## config.mk

```make
export PLATFORM = sky130hd
export DESIGN_NAME = if_stage
export DESIGN_NICKNAME = d
export VERILOG_FILES = /design/src/rtl/if_stage.sv
export SDC_FILE = /design/constraint.sdc
export NUM_CORES = 1
export LEC_CHECK = 0
export BUFFER_PORTS_ARGS = -buffer_cell sky130_fd_sc_hd__buf_4
export CAP_MARGIN = 20
export CORE_UTILIZATION = 40
export DETAILED_ROUTE_END_ITERATION = 10
export GPL_TIMING_DRIVEN = 0
export SLEW_MARGIN = 20
export SYNTH_ARGS = -nofsm -noshare
export SYNTH_HDL_FRONTEND = slang
export SYNTH_SLANG_ARGS = --single-unit
```

## constraint.sdc

```tcl
create_clock -name clk -period 4.2 [get_ports clk]
set_input_delay 1.05 -clock clk [delete_from_list [all_inputs] [get_ports clk]]
set_output_delay 1.05 -clock clk [all_outputs]
set_load 0.05 [all_outputs]
```

## src/rtl/if_stage.sv

```systemverilog
// Instruction fetch stage: issues memory reads while the fetch buffer has room and
// presents returned instructions, tagged with their fetch address, to decode in program order.
module if_stage #(
   parameter int unsigned AW    = 5,
   parameter int unsigned IW    = 8,
   parameter int unsigned DEPTH = 2
) (
   input  logic          clk,
   input  logic          reset,
   input  logic [AW-1:0] pc_in,
   output logic          pc_en,
   output logic          imem_req,
   output logic [AW-1:0] imem_addr,
   input  logic [IW-1:0] imem_rdata,
   input  logic          flush,
   output logic          id_valid,
   input  logic          id_ready,
   output logic [IW-1:0] id_instr,
   output logic [AW-1:0] id_pc
);

   localparam int unsigned PW = $clog2(DEPTH);
   localparam int unsigned CW = $clog2(DEPTH + 1);
   localparam int unsigned OW = CW + 1;

   logic [IW-1:0] instr_mem_q [DEPTH];
   logic [AW-1:0] pc_mem_q    [DEPTH];

   logic [PW-1:0] rd_ptr_q, rd_ptr_d;
   logic [PW-1:0] wr_ptr_q, wr_ptr_d;
   logic [CW-1:0] count_q, count_d;
   logic          inflight_q, inflight_d;
   logic [AW-1:0] inflight_pc_q, inflight_pc_d;

   logic          pop;
   logic          push;
   logic [OW-1:0] occupancy;

   // Occupancy counts the in-flight read as already holding a slot, so a
   // returning instruction always has somewhere to land.
   always_comb begin
      pop       = (count_q != '0) && id_ready;
      push      = inflight_q && !flush;
      occupancy = OW'(count_q) + OW'(inflight_q) - OW'(pop);
      imem_req  = !reset && !flush && (occupancy < OW'(DEPTH));
      pc_en     = imem_req;
      imem_addr = pc_in;
      id_valid  = (count_q != '0);
      id_instr  = instr_mem_q[rd_ptr_q];
      id_pc     = pc_mem_q[rd_ptr_q];
   end

   always_comb begin
      rd_ptr_d      = rd_ptr_q;
      wr_ptr_d      = wr_ptr_q;
      count_d       = count_q;
      inflight_d    = imem_req;
      inflight_pc_d = inflight_pc_q;
      if (imem_req) begin
         inflight_pc_d = pc_in;
      end
      if (flush) begin
         rd_ptr_d = '0;
         wr_ptr_d = '0;
         count_d  = '0;
      end else begin
         if (pop) begin
            rd_ptr_d = rd_ptr_q + PW'(1);
         end
         if (push) begin
            wr_ptr_d = wr_ptr_q + PW'(1);
         end
         count_d = count_q + CW'(push) - CW'(pop);
      end
   end

   always_ff @(posedge clk or posedge reset) begin
      if (reset) begin
         rd_ptr_q      <= '0;
         wr_ptr_q      <= '0;
         count_q       <= '0;
         inflight_q    <= 1'b0;
         inflight_pc_q <= '0;
      end else begin
         rd_ptr_q      <= rd_ptr_d;
         wr_ptr_q      <= wr_ptr_d;
         count_q       <= count_d;
         inflight_q    <= inflight_d;
         inflight_pc_q <= inflight_pc_d;
      end
   end

   // Buffer storage carries no reset; validity is tracked solely by count_q.
   always_ff @(posedge clk) begin
      if (push) begin
         instr_mem_q[wr_ptr_q] <= imem_rdata;
         pc_mem_q[wr_ptr_q]    <= inflight_pc_q;
      end
   end

endmodule

```

# Yosys cells after proc, flatten, opt, wreduce, memory -nomap -nowiden
# Memories as Yosys holds them, arrays and structs flattened.
# Cells that the tools add are included.
dict set report word_totals {
  regBits 10
  latchBits 0
  mem_bits_rw 26
  romBits 0
  out_inout_bits 21
  wordCells 30
  memories 2
}
dict set report op_classes {
  add_sub_neg 6
  multipliers 0
  div 0
  magnitude_cmp 1
  n_eq_ne 0
  n_shift 0
  muxes 7
  n_bitwise 0
  n_reduce_logical 9
}
# memory depth word_bits rd rd_clocked_by_memory_dff wr line
set memory_table {}
lappend memory_table {instr_mem_q 2 8 1 0 1 26} ;# logic [IW-1:0] instr_mem_q [DEPTH];
lappend memory_table {pc_mem_q 2 5 1 0 1 27} ;# logic [AW-1:0] pc_mem_q [DEPTH];
# operator n
set ops {}
lappend ops {{2-to-1 mux 1 bit} 6}
lappend ops {{nonzero test 2 bit} 3}
lappend ops {{logical AND 1 bit} 4}
lappend ops {{adder 2 x 1 -> 3 bit} 1}
lappend ops {{less-than comparator 3 x 2 -> 1 bit, second input constant} 1}
lappend ops {{subtractor 3 x 1 -> 3 bit} 1}
lappend ops {{adder 1 bit, second input constant} 2}
lappend ops {{adder 2 x 1 -> 2 bit} 1}
lappend ops {{logical NOT 1 bit} 2}
lappend ops {{2-to-1 mux 2 bit} 1}
lappend ops {{subtractor 2 x 1 -> 2 bit} 1}

# Longest topological paths before layout
dict set report logic_depth {
  ltp_word 5
  ltp_mapped 8
}

# Worst setup path after synthesis
# No wires, ideal clock.
dict set report synth_timing {
  kind {input-to-output}
  from {input id_ready}
  to {output pc_en}
  arrival_time_ns 2.921
  t_required_ns 3.150
  path_slack_ns 0.229
  stages 8
  n_path_buf 1
  cell_sequence {o21a_1 > ha_1 > nand2b_1 > fa_1 > xnor2_1 > nand3_2 > inv_1 > buf_4}
}
dict set report synth_between {
  elab_chain_cells 4
}
# element line
set synth_rtl {}
lappend synth_rtl {{start: declaration} 17} ;# input logic id_ready,
lappend synth_rtl {{logical AND 1 bit} 42} ;# pop = (count_q != '0) && id_ready;
lappend synth_rtl {{subtractor 3 x 1 -> 3 bit} 44} ;# occupancy = OW'(count_q) + OW'(inflight_q) - OW'(pop);
lappend synth_rtl {{less-than comparator 3 x 2 -> 1 bit} 45} ;# imem_req = !reset && !flush && (occupancy < OW'(DEPTH));
lappend synth_rtl {{logical AND 1 bit} 45}
lappend synth_rtl {{end: declaration} 11} ;# output logic pc_en,
# Every way passes these cells.

# Worst setup path after layout
# Same ends and word-level chain as after synthesis.

==> out/summary.txt <==
======================================================================================
Core box area                                                               3416 sq um
Post-Route M1 WL                                                           989 microns
Buffers & Inverters on Critical Path                                                 4
CP required                                                                    3.15 ns
Iteration count of the initial detailed-routing pass                                 4
Ranking of synthesized cells by area                                      edfxtp_1 (53%), dfrtp_1 (17%), mux2_2 (14%)
Delay contributed by the slowest stage of the critical path                    0.38 ns
Launching element type of the critical path                                  input pin
Post-Syn Nets                                                                      108
Worst Min Path Start                                                      inflight_pc_q[2]
Post-synthesis average cell area                                           16.88 sq um
Asr flop ratio synth                                                            27.78%
Critical path arrival                                                          2.92 ns
Starting utilization of the core area                                           43.00%
Most area-hungry cell type in the Yosys netlist                               edfxtp_1
Number of different library cells in the post-synthesis netlist                     16
IR drop worst, VDD                                                         0.0003447 V
Clock Latency Late Sink                                                        0.32 ns
Final-report hold violation count                                                    0
Sequential area share after synthesis                                           70.19%
Unrepaired setup endpoints after global routing                                  false
Wire length of the first global-routing pass                              3719 microns
Most common cell type on the critical path                                       buf_4
Synth Warn #                                                                         0
Launching instance or port of the critical path                               id_ready
Power density over the cells                                              637.8 nW/um^2
Leading post-synthesis cells by instance count                            edfxtp_1 (26), mux2_2 (18), dfrtp_1 (10)
CTS-repair resized insts                                                             0
Slowest cell on the critical path                                                 fa_1
Max-slew violation count                                                             0
Area grow syn2layout                                                            28.36%
Vias in the first global route                                                     837
Final net count                                                                    152
Nature of the critical path endpoint                                       output port
Count of buffers inserted at the top-level ports                                    37
Num Clock Sinks                                                                     36
Predominant post-synthesis flop cell                                          edfxtp_1
Post-synthesis instance total                                                       87
Die Outline Area                                                            3919 sq um
Path type of the worst setup path                                               in2out
Post-synth EDFFs                                                                    26
IO Count                                                                            38
Post-DR wirelength/cell                                                   12.40 microns
Final critical path time including I/O delays and setup                       3.970 ns
Final setup vio count                                                                0
Post-Place Cells                                                                   170
DR WL met3                                                                 152 microns
Top sig layer                                                                     met4
Filler Cell Count                                                                  299
Total Routed Length                                                       2208 microns
Grt ovf                                                                              0
Average via count per standard cell                                              4.556
Row count                                                                           21
Clock root buffer                                                             clkbuf_4
Setup WS post-layout                                                         0.2300 ns
Number of hold buffers added after cts                                               0
Layout Cells excl Fill                                                             178
Reg-to-reg critical path startpoint                                         count_q[1]
Ordered list of cells on the worst path                                   buf_4 > o21a_1 > ha_1 > nand2b_1 > fa_1 > xnor2_1 > nand3_2 > inv_1 > buf_4 > buf_4
Worst Max-Slew Pin Slew                                                      0.6963 ns
Synthesized flop and latch total                                                    36
Total via count after detailed routing                                             811
# DRC                                                                                0
CTS H-tree depth                                                                     2
Synth top area share                                                            53.15%
Netlist area before placement                                               1469 sq um
TritonCTS clock tree                                                               yes
Clock slew at reported path FFs                                                0.10 ns
Violation count after the first detailed-route iteration                             9
F_max                                                                       0.2519 GHz
Overall routing resource usage                                                  12.84%
Core occupancy in the finished layout                                           55.20%
Sum Neg Setup Slack                                                               0 ns
Relative slew margins                                                           53.53%
Largest net degree at the start of global routing                                   14
Post-placement setup slack                                                   0.2139 ns
Fraction of the cycle the final worst path needs                                94.52%
Post-Route Hold Slack                                                        0.4637 ns
Layout cell share with drive strength beyond 1                                  55.30%
Height of the chip                                                        62.60 microns
Cell family with most CP delay                                             adder cells
Clk_skew                                                                    0.01265 ns
Result of the run                                                         finished clean
Worst min-delay path class                                                     reg2reg
Clk buf depth                                                                        2
Number of buffers inserted to repair setup after CTS                                 0
Reported leakage power                                                    0.0007831 uW
Max-cap violations                                                                   0
Weighted congestion reported at the end of routability-driven placement         0.7285
Number of diodes                                                                     0
Initial antenna violation count                                                      0
Most numerous cell in the Yosys netlist                                       edfxtp_1
Post-route antenna net violation count                                               0
Routed length on met2                                                     1051 microns
Biggest fanout along the worst timing path                                           6
Die X                                                                     62.60 microns
Total clock buffers created by CTS                                                   5
HPWL after detailed placement                                             1594 microns
======================================================================================
## sequential cells by signal, summed over array words and instances, names as in the netlist
register / cells
rd_ptr_q: 1
inflight_pc_q: 5
instr_mem_q: 16
inflight_q: 1
pc_mem_q: 10
wr_ptr_q: 1
count_q: 2
## kinds of logic after synthesis
kind of cell | synth area share, %
buffers and inverters | 4.684
xor gates and xnor gates | 2.981
DFF | 70.19
and+or+nand+nor | 3.919
AOI/OAI and AO/OA | 0.5113
adders and majority gates | 3.919
muxes | 13.80
## placed cells by master (no fill, tap or decap)
cell        n
xnor2_1     4
o21a_1      1
xor2_1      1
nand3_2     1
clkinv_2    1
ha_1        3
clkbuf_1    1
nand2b_1    2
or2_2       1
mux2_2     18
edfxtp_1   26
clkbuf_4    5
fa_1        1
nor2_1      4
nor2_2      2
dfrtp_1    10
inv_1       5
buf_4      43
nor2b_1     1
buf_2       1
bufinv_16   1
## path summary, 6_finish.rpt
path | to | slack, ns | cells past startpoint
min in group asynchronous | rd_ptr_q | 0.70 | 2
min | pc_mem_q[0][2] | 0.46 | 0
max | pc_en | 0.23 | 10
max in group asynchronous | inflight_pc_q[2] | 3.21 | 2
min reg2reg | pc_mem_q[0][2] | 0.46 | 0
max reg2reg | inflight_pc_q[2] | 1.86 | 7
## metrics by stage
| step | cell area [sq um] | power (uW) |
|---|---|---|
| CTS | 1886 | 1219 |
| global placement | 1804 | 975.9 |
| detailed placement | 1809 | 988.6 |
| floorplan | 1469 | 859.3 |
| finish | 1886 | 1203 |
| global route | 1886 | 1271 |
## final cells by class
type	instances	area (sq um)	share of cell area (%)
tap	46	57.56	3.052
sequential	36	1031	54.68
timing repair buffer	37	277.8	14.73
buffer	7	50.05	2.654
clock inverter	2	35.03	1.858
inverter	5	18.77	0.9954
multi-input combinational	39	374.1	19.84
clock buffer	6	41.29	2.190
## routing by layer
metal / track usage (%) / vias to the layer above
li1: - / 392
met1: 15.19 / 388
met2: 20.38 / 29
met3: 4.562 / 2
met4: 6.977 / 0
met5: 0 / -
## power breakdown
group / internal, uW / leakage (uW) / switching, uW
combinational: 183 / 0.000379 / 282
clock: 125 / 0.0000422 / 104
sequential: 467 / 0.000362 / 42.1
total: 775 / 0.000783 / 428
Note: power is estimated with default switching activity, not from simulation.
